<file path="config.mk">
export PLATFORM = sky130hd
export DESIGN_NAME = uart_rx_os
export DESIGN_NICKNAME = d
export VERILOG_FILES = /design/src/rtl/uart_rx_os_pkg.sv /design/src/rtl/uart_rx_os_tick.sv /design/src/rtl/uart_rx_os.sv
export SDC_FILE = /design/constraint.sdc
export NUM_CORES = 1
export LEC_CHECK = 0
export ABC_AREA = 1
export CORE_MARGIN = 1.5
export CORE_UTILIZATION = 40
export CTS_BUF_LIST = sky130_fd_sc_hd__clkbuf_8
export CTS_CLUSTER_DIAMETER = 100
export DETAILED_ROUTE_END_ITERATION = 12
export GPL_ROUTABILITY_DRIVEN = 0
export GPL_TIMING_DRIVEN = 0
export SLEW_MARGIN = 20
export SYNTH_ARGS = -nofsm -noshare
export SYNTH_HDL_FRONTEND = slang
export SYNTH_SLANG_ARGS = --single-unit
</file>
<file path="constraint.sdc">
create_clock -name clk -period 1.6 [get_ports clk]
set_input_delay 0.16 -clock clk [delete_from_list [all_inputs] [get_ports clk]]
set_output_delay 0.16 -clock clk [all_outputs]
set_load 0.02 [all_outputs]
</file>
<file path="src/rtl/uart_rx_os_pkg.sv">
// Shared UART definitions: FSM state encodings, tick divider computation and
// the oversampling vote positions used by the receiver and tick generator.
package uart_rx_os_pkg;

    localparam logic [2:0] ST_IDLE  = 3'd0;
    localparam logic [2:0] ST_START = 3'd1;
    localparam logic [2:0] ST_DATA  = 3'd2;
    localparam logic [2:0] ST_STOP  = 3'd3;
    localparam logic [2:0] ST_BRK   = 3'd4;

    // Clocks per oversample tick; integer division truncates.
    function automatic int calc_div(input int clock_freq, input int baud_rate,
                                    input int oversample);
        return clock_freq / (baud_rate * oversample);
    endfunction

    // Three votes straddle the bit centre.
    function automatic int vote_tick_lo(input int oversample);
        return oversample / 2 - 1;
    endfunction

    function automatic int vote_tick_mid(input int oversample);
        return oversample / 2;
    endfunction

    function automatic int vote_tick_hi(input int oversample);
        return oversample / 2 + 1;
    endfunction

endpackage

</file>
<file path="src/rtl/uart_rx_os_tick.sv">
// Oversampling tick generator: DIV-clock divider feeding a wrapping tick
// counter, both held at zero while clear is asserted.
module uart_os_tick #(
    parameter int DIV        = 27,
    parameter int OVERSAMPLE = 16,
    parameter int CW         = $clog2(OVERSAMPLE)
) (
    input  logic          clk,
    input  logic          rst,
    input  logic          clear,
    output logic          tick,
    output logic [CW-1:0] tick_cnt
);

    localparam int DW = (DIV > 1) ? $clog2(DIV) : 1;

    logic [DW-1:0] div_cnt;

    assign tick = !clear && (div_cnt == DW'(DIV - 1));

    always_ff @(posedge clk) begin
        if (rst || clear) begin
            div_cnt  <= '0;
            tick_cnt <= '0;
        end else if (div_cnt == DW'(DIV - 1)) begin
            div_cnt <= '0;
            if (tick_cnt == CW'(OVERSAMPLE - 1))
                tick_cnt <= '0;
            else
                tick_cnt <= tick_cnt + 1'b1;
        end else begin
            div_cnt <= div_cnt + 1'b1;
        end
    end

endmodule

</file>
<file path="src/rtl/uart_rx_os.sv">
// 8N1 UART receiver with 16x oversampling and 3-sample majority vote;
// delivers bytes on a valid/ready handshake with framing/overrun pulses.
module uart_rx_os
    import uart_rx_os_pkg::*;
#(
    parameter int CLOCK_FREQ = 50_000_000,
    parameter int BAUD_RATE  = 115200,
    parameter int OVERSAMPLE = 16
) (
    input  logic       clk,
    input  logic       rst,
    input  logic       rx,
    output logic [7:0] rx_data,
    output logic       rx_valid,
    input  logic       rx_ready,
    output logic       frame_err,
    output logic       overrun,
    output logic       busy
);

    localparam int DIV = calc_div(CLOCK_FREQ, BAUD_RATE, OVERSAMPLE);
    localparam int CW  = $clog2(OVERSAMPLE);

    localparam logic [CW-1:0] T_LO   = CW'(vote_tick_lo(OVERSAMPLE));
    localparam logic [CW-1:0] T_MID  = CW'(vote_tick_mid(OVERSAMPLE));
    localparam logic [CW-1:0] T_HI   = CW'(vote_tick_hi(OVERSAMPLE));
    localparam logic [CW-1:0] T_LAST = CW'(OVERSAMPLE - 1);

    logic          rx_meta, rx_sync, rx_s;
    logic          fall;
    logic [2:0]    state;
    logic [2:0]    bit_idx;
    logic [7:0]    shift;
    logic          vote_lo, vote_mid;
    logic          deliver;
    logic          tick;
    logic [CW-1:0] tick_cnt;
    logic          tick_clear;
    logic          vote_now;
    logic          bit_wrap;
    logic          maj;

    // Synchroniser idles high so reset never looks like a start edge.
    always_ff @(posedge clk) begin
        if (rst) begin
            rx_meta <= 1'b1;
            rx_sync <= 1'b1;
            rx_s    <= 1'b1;
        end else begin
            rx_meta <= rx;
            rx_sync <= rx_meta;
            rx_s    <= rx_sync;
        end
    end

    assign fall       = rx_s && !rx_sync;
    assign tick_clear = (state == ST_IDLE) && !fall;
    assign vote_now   = tick && (tick_cnt == T_HI);
    assign bit_wrap   = tick && (tick_cnt == T_LAST);
    assign maj        = (vote_lo & vote_mid) | (vote_lo & rx_s) | (vote_mid & rx_s);
    assign busy       = (state != ST_IDLE);

    uart_os_tick #(
        .DIV       (DIV),
        .OVERSAMPLE(OVERSAMPLE),
        .CW        (CW)
    ) u_tick (
        .clk     (clk),
        .rst     (rst),
        .clear   (tick_clear),
        .tick    (tick),
        .tick_cnt(tick_cnt)
    );

    always_ff @(posedge clk) begin
        if (rst) begin
            state     <= ST_IDLE;
            bit_idx   <= 3'd0;
            shift     <= 8'h00;
            vote_lo   <= 1'b1;
            vote_mid  <= 1'b1;
            deliver   <= 1'b0;
            frame_err <= 1'b0;
        end else begin
            deliver   <= 1'b0;
            frame_err <= 1'b0;
            if (tick && tick_cnt == T_LO)  vote_lo  <= rx_s;
            if (tick && tick_cnt == T_MID) vote_mid <= rx_s;
            case (state)
                ST_IDLE: begin
                    if (fall) state <= ST_START;
                end
                ST_START: begin
                    if (vote_now && maj) begin
                        state <= ST_IDLE;
                    end else if (bit_wrap) begin
                        state   <= ST_DATA;
                        bit_idx <= 3'd0;
                    end
                end
                ST_DATA: begin
                    if (vote_now) shift <= {maj, shift[7:1]};
                    if (bit_wrap) begin
                        if (bit_idx == 3'd7) state <= ST_STOP;
                        else                 bit_idx <= bit_idx + 3'd1;
                    end
                end
                ST_STOP: begin
                    // Leave mid-stop-bit so a back-to-back start edge is not missed.
                    if (vote_now) begin
                        if (maj) begin
                            deliver <= 1'b1;
                            state   <= ST_IDLE;
                        end else begin
                            frame_err <= 1'b1;
                            state     <= ST_BRK;
                        end
                    end
                end
                ST_BRK: begin
                    if (rx_s) state <= ST_IDLE;
                end
                default: state <= ST_IDLE;
            endcase
        end
    end

    // Handshake: rx_data is transferred on any edge where rx_valid && rx_ready;
    // rx_valid then drops unless a new byte loads on that same edge, and
    // rx_data never changes while rx_valid is high and not accepted.
    always_ff @(posedge clk) begin
        if (rst) begin
            rx_data  <= 8'h00;
            rx_valid <= 1'b0;
            overrun  <= 1'b0;
        end else begin
            overrun <= 1'b0;
            if (deliver) begin
                if (!rx_valid || rx_ready) begin
                    rx_data  <= shift;
                    rx_valid <= 1'b1;
                end else begin
                    overrun <= 1'b1;
                end
            end else if (rx_valid && rx_ready) begin
                rx_valid <= 1'b0;
            end
        end
    end

endmodule
</file>
### After elaboration in Yosys (flattened, before gate mapping)

Cells that the tools add are included.

* bits in registers: 40
* bits of input ports: 4
* output and inout port bits: 12
* logic and storage cells: 94

* add/subtract/negate cells: 3
* eq/ne operators: 20
* muxes and demuxes: 21
* bitwise logic cells: 8
* reduce and logical (&&, ||, !) cells: 27

Operators with widths (count)
* 2-to-1 mux 3 bit: 12
* != test 2 bit (second input constant): 8
* case mux 3 bit (5 select lines): 1
* equality test 4 bit (second input constant): 3
* logical AND 1 bit: 9
* equality test 3 x 2 -> 1 bit (second input constant): 2
* equality test 3 bit (second input constant): 2
* 2-to-1 mux 1 bit: 6
* case mux 3 bit (2 select lines): 1
* AND reduction 2 bit: 3
* AND reduction 6 bit: 1
* adder 5 x 1 -> 5 bit (second input constant): 1
* equality test 5 bit (second input constant): 1
* AND reduction 5 bit: 1
* adder 4 x 1 -> 4 bit (second input constant): 1
* equality test 4 x 3 -> 1 bit (second input constant): 1
* zero test 1 bit: 4
* 2-to-1 mux 4 bit: 1
* nonzero test 2 bit: 2
* OR reduction 2 bit: 2
* adder 3 x 1 -> 3 bit (second input constant): 1
* AND 1 bit: 3
* equality test 3 x 1 -> 1 bit (second input constant): 1
* zero test 3 bit: 1
* 7 further kinds: 11

### Logic depth before layout (Yosys ltp)

Gate-level depths: netlist of run 1.

* word-level depth: 10
* gate-level depth with buffers: 11
* gate-level depth less buffers: 11

### Hierarchy

Synthesis of run 1 repeated with hierarchy kept, for this count alone.

* cell total of the unflattened synthesis: 246
* area, all modules: 1815.5 um^2

Modules (own cells, without submodules)
* uart_rx_os: times used 1, cells an instance 184, area each 1366.3 um^2
* uart_os_tick: times used 1, cells an instance 62, area each 449.2 um^2

### Worst setup path after synthesis of run 1

OpenSTA, ideal clock, no wires.

* path type: register to register
* from: register u_tick.div_cnt[0]
* to: register state[2]
* setup time: 0.115 ns
* arrival: 1.323 ns
* required time: 1.485 ns
* setup slack: 0.162 ns
* cell stages (with the launch flop): 12
* buffers on the path: 0
* cells stage by stage: dfxtp_1 inv_1 ha_1 nand2_1 nor2_8 nand3_2 nand2_2 nand2_2 nor2_4 nand3_1 nand2_1 nor2_1

* cells in the longest elaborated chain, start to end: 6

RTL lines
* start, declared: RTL line uart_rx_os_tick.sv:17 `logic [DW-1:0] div_cnt;`
* start signal, assigned: RTL line uart_rx_os_tick.sv:32 `div_cnt <= div_cnt + 1'b1;`
* equality test 5 bit (*): RTL line uart_rx_os_tick.sv:19 `assign tick = !clear && (div_cnt == DW'(DIV - 1));`
* logical AND 1 bit (*): RTL line uart_rx_os_tick.sv:19
* logical AND 1 bit: RTL line uart_rx_os.sv:58 `assign vote_now = tick && (tick_cnt == T_HI);`
* logical AND 1 bit: RTL line uart_rx_os.sv:94 `if (vote_now && maj) begin`
* != test 3 bit (no line) or 2-to-1 mux 3 bit (tied branches)
* AND reduction 6 bit (no line) or case mux 3 bit (5 select lines) (tied branches)
* end signal, assigned: RTL line uart_rx_os.sv:91 `if (fall) state <= ST_START;`
* end signal, assigned: RTL line uart_rx_os.sv:95 `state <= ST_IDLE;`
* end signal, assigned: RTL line uart_rx_os.sv:97 `state <= ST_DATA;`
* end, declared: RTL line uart_rx_os.sv:31 `logic [2:0] state;`

Mark *: on every way between the ends. The rest lies on a longest branch, timed or not.
A chain may end at the register's enable or synchronous reset.

### Worst setup path in the final report of run 1

Ends and elaborated chain as after synthesis.

==> out/qor.yml, run 1 <==
clock-sinks: 40
setup_viol_count_final: 0
crit_chain: "inv_2 > ha_4 > nand2_4 > nor2_8 > nand3_4 > nand2_4 > nand2_4 > nor2_4 > nand3_1 > nand2_1 > nor2_1"
vias: 1452
wl_microns: 3320
grt_overflow: 0
grt_pass1_vias: 1292
drc: 0
htree_levels: 2
syn_area_sq_um: 1770
syn_inst: 228
finalClockSkew_ns: 0.00481
drv_slew: 0
chipWidth_microns: 69.6
layout-drive-gt1-share: 0.200
crit_fanout: 5
die_y_microns: 69.6
synth_top_area_frac: 0.452
core_area_sq_um: 4290
power_leakage_nw: 0.958
viasPerCell: 4.73
ys_seq_area_frac: 0.452
finalHoldViolCount: 0
path_common_cell: "nand2_4"
first_iter_violations: 37
diodes: 0
rsz0062_at_grt: "false"
power_density_nw_per_um2: 1300
syn_nets: 239
yosys_warnings: 0
antenna_found_initial: 0
initial_core_util: 0.413
grt_max_degree: 14
power_mw: 2.86
rows: 24
port_buffers: 15
synth-edff-count: 0
min_period_ns: 1.45
pin_count: 16
synthFlopType: "dfxtp_1"
final_nets: 265
crit_arrival_ns: 1.64
area_growth_pct: 24.1
cts_made_buffers: 5
cp-start-kind: "flop"
grtUsageTotal: 0.146
final_cells: 307
finalCritPeriodShare: 0.904
ant_nets: 0
synth_top_area_cell: "dfxtp_1"
synthTopCellsByArea: "dfxtp_1 (45%), nor2_1 (10%), nand2_1 (7.4%)"
holdCritPathClass: "flop to flop"
critPathSlowestCell: "dfxtp_2"
synth_commonest_cells: "nor2_1 (49), dfxtp_1 (40), nand2_1 (35)"
max-slew-margin-rel: 0.669
dr.pass1.iters: 4
r2r_cells: 11
hold_path_depth: 1
max_stage_delay_ns: 0.33
clock_latency_ns: 0.29
status: "finished, final reports clean"
cts_tree: "done"
critical_path_required_ns: 1.79
peakVddDrop_mv: 0.524
clk_path_buf_depth: 2
clk_pin_slew_ns: 0.08
syn_avg_cell_area_sq_um: 7.77
cap_violations: 0
hpwlAfterDp_microns: 2300
grt_pass1_wl_microns: 5570
crit_type: "flop to flop"
cts_root_buf: "clkbuf_8"
async_flop_share: 0
ys_seq_elements: 40
wl_per_cell_microns: 10.8
endpoint_kind: "flop"
setup-tns-final_ns: 0
synth.distinct_cells: 26
max_freq_mhz: 692
hold_buffers: 0
worst_slew_pin_slew_ns: 0.497
die_area_sq_um: 4840
synth_most_common_cell: "nor2_1"
post-place-cells: 295
==> area by class of cell <==
cell class,count,area (sq um)
Buffer,3,18.8
Clock buffer,5,68.8
Clock inverter,3,42.5
Fill cell,451,2100
Inverter,25,93.8
Multi-Input combinational cell,161,927
Sequential cell,40,811
Tap cell,52,65.1
Timing Repair Buffer,18,171
==> critical path: cells and delay by family (launching register included) <==
kind	cells	cell delay, ns
adder cells (fa/ha/maj)	1	0.14
buffers and inverters	1	0.06
flip-flops	1	0.33
AND/OR/NAND/NOR	9	0.81
==> metrics by stage <==
step | utilization | worst slack [ns] | hold slack [ns] | area [sq um]
after CTS | 0.491 | 0.0202 | 0.410 | 2110
after global placement | 0.463 | -0.191 | 0.394 | 1990
final | 0.512 | 0.154 | 0.414 | 2200
after global routing | 0.512 | 0.00328 | 0.438 | 2200
after detailed placement | 0.463 | -0.167 | 0.399 | 1990
after floorplan | - | 0.162 | 0.264 | 1770
==> registers in the layout, summed over array words and instances (netlist names) <==
register,flops
frame_err,1
shift,8
u_tick.div_cnt,5
rx_data,8
overrun,1
rx_s,1
rx_meta,1
state,3
u_tick.tick_cnt,4
rx_valid,1
vote_lo,1
bit_idx,3
vote_mid,1
rx_sync,1
deliver,1
==> report_power, final <==
part	total, mW	switching (mW)	internal (mW)
Clock	0.820	0.358	0.461
Combinational	0.876	0.550	0.326
Sequential	1.16	0.0841	1.08
Total	2.86	0.992	1.87
==> cell usage in the layout, fill, tap and decap left out, types with 5 or more instances in the layout <==
| cell | instances |
|---|---|
| a21oi_1 | 14 |
| inv_1 | 17 |
| nand4_1 | 5 |
| nor2_1 | 46 |
| clkbuf_8 | 5 |
| dfxtp_1 | 34 |
| o21ai_0 | 13 |
| dfxtp_2 | 5 |
| nand3_1 | 7 |
| inv_2 | 7 |
| o21ai_1 | 5 |
| nor2_4 | 5 |
| nand2_1 | 33 |
| ha_1 | 5 |
| clkdlybuf4s50_1 | 14 |
==> worst paths after layout <==
| check | startpoint | end | slack, ns |
|---|---|---|---|
| worst max register to register | u_tick.div_cnt[0]$_SDFF_PP0_ | state[2]$_SDFFE_PP0P_ | 0.15 |
| worst min register to register | rx_meta$_SDFF_PP1_ | rx_sync$_SDFF_PP1_ | 0.41 |
| worst min-delay path | rx_meta$_SDFF_PP1_ | rx_sync$_SDFF_PP1_ | 0.41 |
| worst max-delay path | u_tick.div_cnt[0]$_SDFF_PP0_ | state[2]$_SDFFE_PP0P_ | 0.15 |
==> layer usage <==
metal / share of wire / track usage / wire, microns / up-vias
met1: 0.48 / 0.179 / 1590 / 651
met2: 0.47 / 0.235 / 1560 / 14
met3: 0.035 / 0.0480 / 115 / 6
li1: - / - / - / 781
met4: 0.018 / 0.0654 / 61 / 0
met5: 0 / 0 / 0 / -
==> what timing repair did <==
| item | 4_1_cts | 5_1_grt |
|---|---|---|
| resized for setup | 3 | 19 |
| gates cloned | 0 | 1 |
| pin swaps | 2 | 7 |
| endpoints found under the setup margin | 9 | 15 |
| buffers inserted | 1 | 2 |
==> cell families (layout without fill, tap and decap cells) <==
family,count (synthesis),in the layout,synth area share
buffers and inverters,28,54,0.0636
XOR/XNOR,3,3,0.0148
AND/OR/NAND/NOR,117,118,0.325
AO/OA/AOI/OAI,33,33,0.0953
adder cells (fa/ha/maj),7,7,0.0494
flip-flops,40,40,0.452
No activity file was read; power rests on OpenSTA's default activity.
==> inputs of run 2 (changes only) <==
--- a/config.mk
+++ b/config.mk
@@ -6,6 +6,7 @@
 export NUM_CORES = 1
 export LEC_CHECK = 0
 export ABC_AREA = 1
+export CORE_ASPECT_RATIO = 1.25
 export CORE_MARGIN = 1.5
 export CORE_UTILIZATION = 40
 export CTS_BUF_LIST = sky130_fd_sc_hd__clkbuf_8
@@ -17,3 +18,4 @@
 export SYNTH_ARGS = -nofsm -noshare
 export SYNTH_HDL_FRONTEND = slang
 export SYNTH_SLANG_ARGS = --single-unit
+export TNS_END_PERCENT = 10
==> run 2 against run 1 <==
Net effect:
- sequential cell count unchanged
- largest cell class unchanged
- cell count is 1.6% higher
- highest routed layer unchanged
- critical endpoint unchanged
- maximum frequency fell by 7.5%
- register-to-register slack worse by 0.12 ns
- via count is 0.14% lower
- count of clock-buffer cells in the layout unchanged
- largest power group unchanged
==> out/qor.yml, run 2 (same netlist as run 1, synthesis figures left out) <==
holdCritPathClass: "flop to flop"
max-slew-margin-rel: 0.688
crit_type: "flop to flop"
switching_share: 0.346
initial_core_util: 0.425
chipWidth_microns: 62.5
grt_pass1_vias: 1380
critical_path_required_ns: 1.80
finalClockSkew_ns: 0.00479
ant_nets: 0
critPathBufInv: 1
worst_slew_pin_slew_ns: 0.467
clk_path_buf_depth: 2
cts_tree: "done"
vias: 1450
post-place-ws_ns: -0.178
die_area_sq_um: 4840
hold_path_depth: 1
cts_root_buf: "clkbuf_8"
rsz0062_at_grt: "true"
wl_per_cell_microns: 11.2
fin_area_sq_um: 2170
grt_overflow: 0
antenna_found_initial: 0
cap_violations: 0
switchingPower_mw: 0.986
htree_levels: 2
core_area_sq_um: 4160
r2r_cells: 11
cts_made_buffers: 5
clk_pin_slew_ns: 0.08
viasPerCell: 4.65
grtUsageTotal: 0.157
critPathSlowestCell: "dfxtp_1"
final_cell_mix: "nor2_1 (47), dfxtp_1 (37), nand2_1 (34)"
grt_pass1_wl_microns: 6020
crit_arrival_ns: 1.76
power_density_nw_per_um2: 1310
die_y_microns: 77.4
cp-start-kind: "flop"
wl_microns: 3480
setup-tns-final_ns: 0
drv_slew: 0
hold_buffers: 0
clkPwrFrac: 0.300
area_growth_pct: 22.3
reg_top3: "rx_data: 8 flops, shift: 8 flops, u_tick.div_cnt: 5 flops"
power_leakage_nw: 0.952
setup_viol_count_final: 0
layout-drive-gt1-share: 0.180
fin_util: 0.520
p_seq_frac: 0.408
setup_ws_ns: 0.0367
p_comb_frac: 0.291
p_int_mw: 1.86
max_stage_delay_ns: 0.34
peakVddDrop_mv: 0.735
holdWs_ns: 0.423
hpwlAfterDp_microns: 2390
clock_latency_ns: 0.30
diodes: 0
clock-sinks: 40
grt_max_degree: 15
pin_count: 16
cp_num_cells: 11
drc: 0
finalHoldViolCount: 0
final_nets: 266
placed_cell_area_sq_um: 1990
final_common_cell: "nor2_1"
finalCritPeriodShare: 0.977
max_freq_mhz: 640
cp_top_family: "simple AND/OR/NAND/NOR gates"
first_iter_violations: 53
min_period_ns: 1.56
crit_chain: "inv_1 > ha_1 > nand2_2 > nor2_8 > nand3_2 > nand2_2 > nand2_2 > nor2_4 > nand3_1 > nand2_1 > nor2_1"
rows: 26
dr.pass1.iters: 4
path_common_cell: "nand2_2"
endpoint_kind: "flop"
status: "finished, final reports clean"
port_buffers: 15
crit_fanout: 6
## run 2: cell count changes in the layout (fill, tap and decap cells not counted), moves of 2 or more
cell | previous run | this run
ha_1 | 5 | 7
dfxtp_2 | 5 | 3
a21oi_2 | 1 | 3
dfxtp_1 | 34 | 37
nand2_2 | 2 | 4
a21oi_1 | 14 | 12
nand2_4 | 4 | 1
## run 2: final timing paths
| path | start | slack [ns] | endpoint |
|---|---|---|---|
| worst max register to register | u_tick.div_cnt[0]$_SDFF_PP0_ | 0.04 | state[2]$_SDFFE_PP0P_ |
| worst min-delay path | rx_meta$_SDFF_PP1_ | 0.42 | rx_sync$_SDFF_PP1_ |
| worst min register to register | rx_meta$_SDFF_PP1_ | 0.42 | rx_sync$_SDFF_PP1_ |
| worst max-delay path | u_tick.div_cnt[0]$_SDFF_PP0_ | 0.04 | state[2]$_SDFFE_PP0P_ |
## run 2: area by class of cell
class	count	area, sq um
fill	439	2000
multi-input combinational	160	881
sequential	40	805
timing repair buffer	20	184
inverter	25	93.8
tap	56	70.1
clock buffer	5	68.8
clock inverter	3	46.3
buffer	3	18.8
## run 2: layer usage
layer  vias to the layer above  wire (microns)  track usage
met5                         -               0            0
met3                         8             110       0.0507
met4                         0              81       0.0756
li1                        782               -            -
met2                        18            1660        0.266
met1                       642            1630        0.178
## run 2: power by group through the flow
| stage | clock (mW) | combinational [mW] | sequential [mW] |
|---|---|---|---|
| finish | 0.855 | 0.830 | 1.16 |
| global route | 0.919 | 0.954 | 1.17 |
| CTS | 0.881 | 0.809 | 1.16 |
| detailed placement | 0 | 0.815 | 1.18 |
| global placement | 0 | 0.802 | 1.18 |
| floorplan | 0 | 0.653 | 1.17 |
## run 2: timing repair
| action | CTS | global route |
|---|---|---|
| gates resized for setup | 4 | 6 |
| endpoints found under the setup margin | 10 | 22 |
| buffers inserted | 0 | 5 |
| pin swaps | 1 | 4 |
## run 2: through the flow
step                      power, mW  cells
final                          2.85    312
after global routing           3.05    312
after CTS                      2.85    307
after detailed placement       2.00    299
after global placement         1.98    299
after floorplan                1.82    228
==> inputs of run 3 (changes only) <==
--- a/config.mk
+++ b/config.mk
@@ -14,6 +14,7 @@
 export DETAILED_ROUTE_END_ITERATION = 12
 export GPL_ROUTABILITY_DRIVEN = 0
 export GPL_TIMING_DRIVEN = 0
+export SETUP_SLACK_MARGIN = 0.1
 export SLEW_MARGIN = 20
 export SYNTH_ARGS = -nofsm -noshare
 export SYNTH_HDL_FRONTEND = slang
==> run 3 against run 2 <==
Net effect:
- register-to-register slack better by 0.10 ns
- clock skew hardly changed
- non-clock buffer count is 1 higher
- total power rose by 3.8%
- via count up 2.8%
- setup slack better by 0.10 ns
==> out/qor.yml, run 3 (same netlist as run 1, synthesis figures left out) <==
cts_tree: "done"
grtUsageTotal: 0.158
fin_area_sq_um: 2270
rows: 26
drv_slew: 0
grt_pass1_vias: 1377
power_mw: 2.95
wl_per_cell_microns: 11.5
final_common_cell: "nor2_1"
cap_violations: 0
p_comb_frac: 0.312
worst_slew_pin_slew_ns: 0.455
cts_made_buffers: 5
port_buffers: 15
crit_arrival_ns: 1.66
die_y_microns: 77.4
cp-start-kind: "flop"
clock_latency_ns: 0.30
power_leakage_nw: 0.976
pin_count: 16
die_area_sq_um: 4840
power_density_nw_per_um2: 1300
core_area_sq_um: 4160
antenna_found_initial: 0
ant_nets: 0
diodes: 0
post-place-cells: 299
p_seq_frac: 0.398
max_freq_mhz: 684
cts_root_buf: "clkbuf_8"
setup_viol_count_final: 0
grt_pass1_wl_microns: 6050
crit_fanout: 6
holdCritPathClass: "flop to flop"
grt_overflow: 0
final_cells: 313
final_nets: 267
viasPerCell: 4.76
wl_microns: 3590
final_cell_mix: "nor2_1 (46), dfxtp_1 (34), nand2_1 (33)"
drc: 0
initial_core_util: 0.425
switchingPower_mw: 1.05
max-slew-margin-rel: 0.696
clk_pin_slew_ns: 0.08
clkPwrFrac: 0.290
placed_cell_area_sq_um: 1990
reg_top3: "rx_data: 8 flops, shift: 8 flops, u_tick.div_cnt: 5 flops"
nFillCells: 429
peakVddDrop_mv: 0.726
clock-sinks: 40
status: "finished, final reports clean"
rsz0062_at_grt: "true"
clk_path_buf_depth: 2
layout-drive-gt1-share: 0.222
post-place-ws_ns: -0.178
switching_share: 0.355
finalCritPeriodShare: 0.913
area_growth_pct: 28.3
fin_util: 0.546
finalClockSkew_ns: 0.00446
setup_ws_ns: 0.139
endpoint_kind: "flop"
chipWidth_microns: 62.5
p_int_mw: 1.91
htree_levels: 2
first_iter_violations: 36
vias: 1491
critical_path_required_ns: 1.80
finalHoldViolCount: 0
hold_buffers: 0
hpwlAfterDp_microns: 2390
crit_type: "flop to flop"
grt_max_degree: 15
dr.pass1.iters: 4
min_period_ns: 1.46
==> run 3: per-stage QoR <==
| step | TNS (ns) | hold slack (ns) |
|---|---|---|
| after detailed placement | -1.42 | 0.401 |
| after CTS | 0 | 0.424 |
| after global routing | 0 | 0.429 |
| after global placement | -1.39 | 0.396 |
| final | 0 | 0.424 |
| after floorplan | 0 | 0.264 |
==> run 3: worst paths after layout <==
check / from / end / slack, ns / cells past startpoint
setup / recovery: u_tick.div_cnt[0]$_SDFF_PP0_ / bit_idx[2]$_SDFFE_PP0P_ / 0.14 / 9
hold / removal: rx_meta$_SDFF_PP1_ / rx_sync$_SDFF_PP1_ / 0.42 / 1
setup reg to reg: u_tick.div_cnt[0]$_SDFF_PP0_ / bit_idx[2]$_SDFFE_PP0P_ / 0.14 / 9
hold reg to reg: rx_meta$_SDFF_PP1_ / rx_sync$_SDFF_PP1_ / 0.42 / 1
==> run 3: power groups by stage <==
stage,clock [mW],combinational [mW],sequential (mW)
floorplan,0,0.653,1.17
global placement,0,0.802,1.18
detailed placement,0,0.815,1.18
CTS,0.881,0.811,1.17
global route,0.921,1.04,1.19
finish,0.856,0.921,1.18
==> run 3: repair_timing <==
action	in CTS	in global routing
buffers inserted	0	6
pin swaps	2	11
endpoints found under the setup margin	15	23
gates resized for setup	8	24
==> run 3: area by class of cell <==
class | count | area, sq um | share of cell area
buffer | 3 | 18.8 | 0.00826
inverter | 25 | 96.3 | 0.0424
sequential | 40 | 811 | 0.357
multi-input combinational | 160 | 955 | 0.420
clock buffer | 5 | 68.8 | 0.0303
tap | 56 | 70.1 | 0.0308
timing repair buffer | 21 | 208 | 0.0914
clock inverter | 3 | 46.3 | 0.0204
==> run 3: critical path: stages, from the launching register on <==
cell     delay, ns
dfxtp_2       0.34
inv_2         0.06
ha_4          0.13
nand2_4       0.06
nor2_8        0.17
nand3_4       0.11
a21oi_4       0.19
nand2_2       0.11
a21oi_2       0.12
nor2_1        0.06
==> run 3: metal layers <==
metal / vias up / GRT usage / part of all wire
li1: 786 / - / -
met1: 669 / 0.183 / 0.44
met2: 28 / 0.262 / 0.49
met3: 8 / 0.0507 / 0.043
met4: 0 / 0.0756 / 0.023
met5: - / 0 / 0
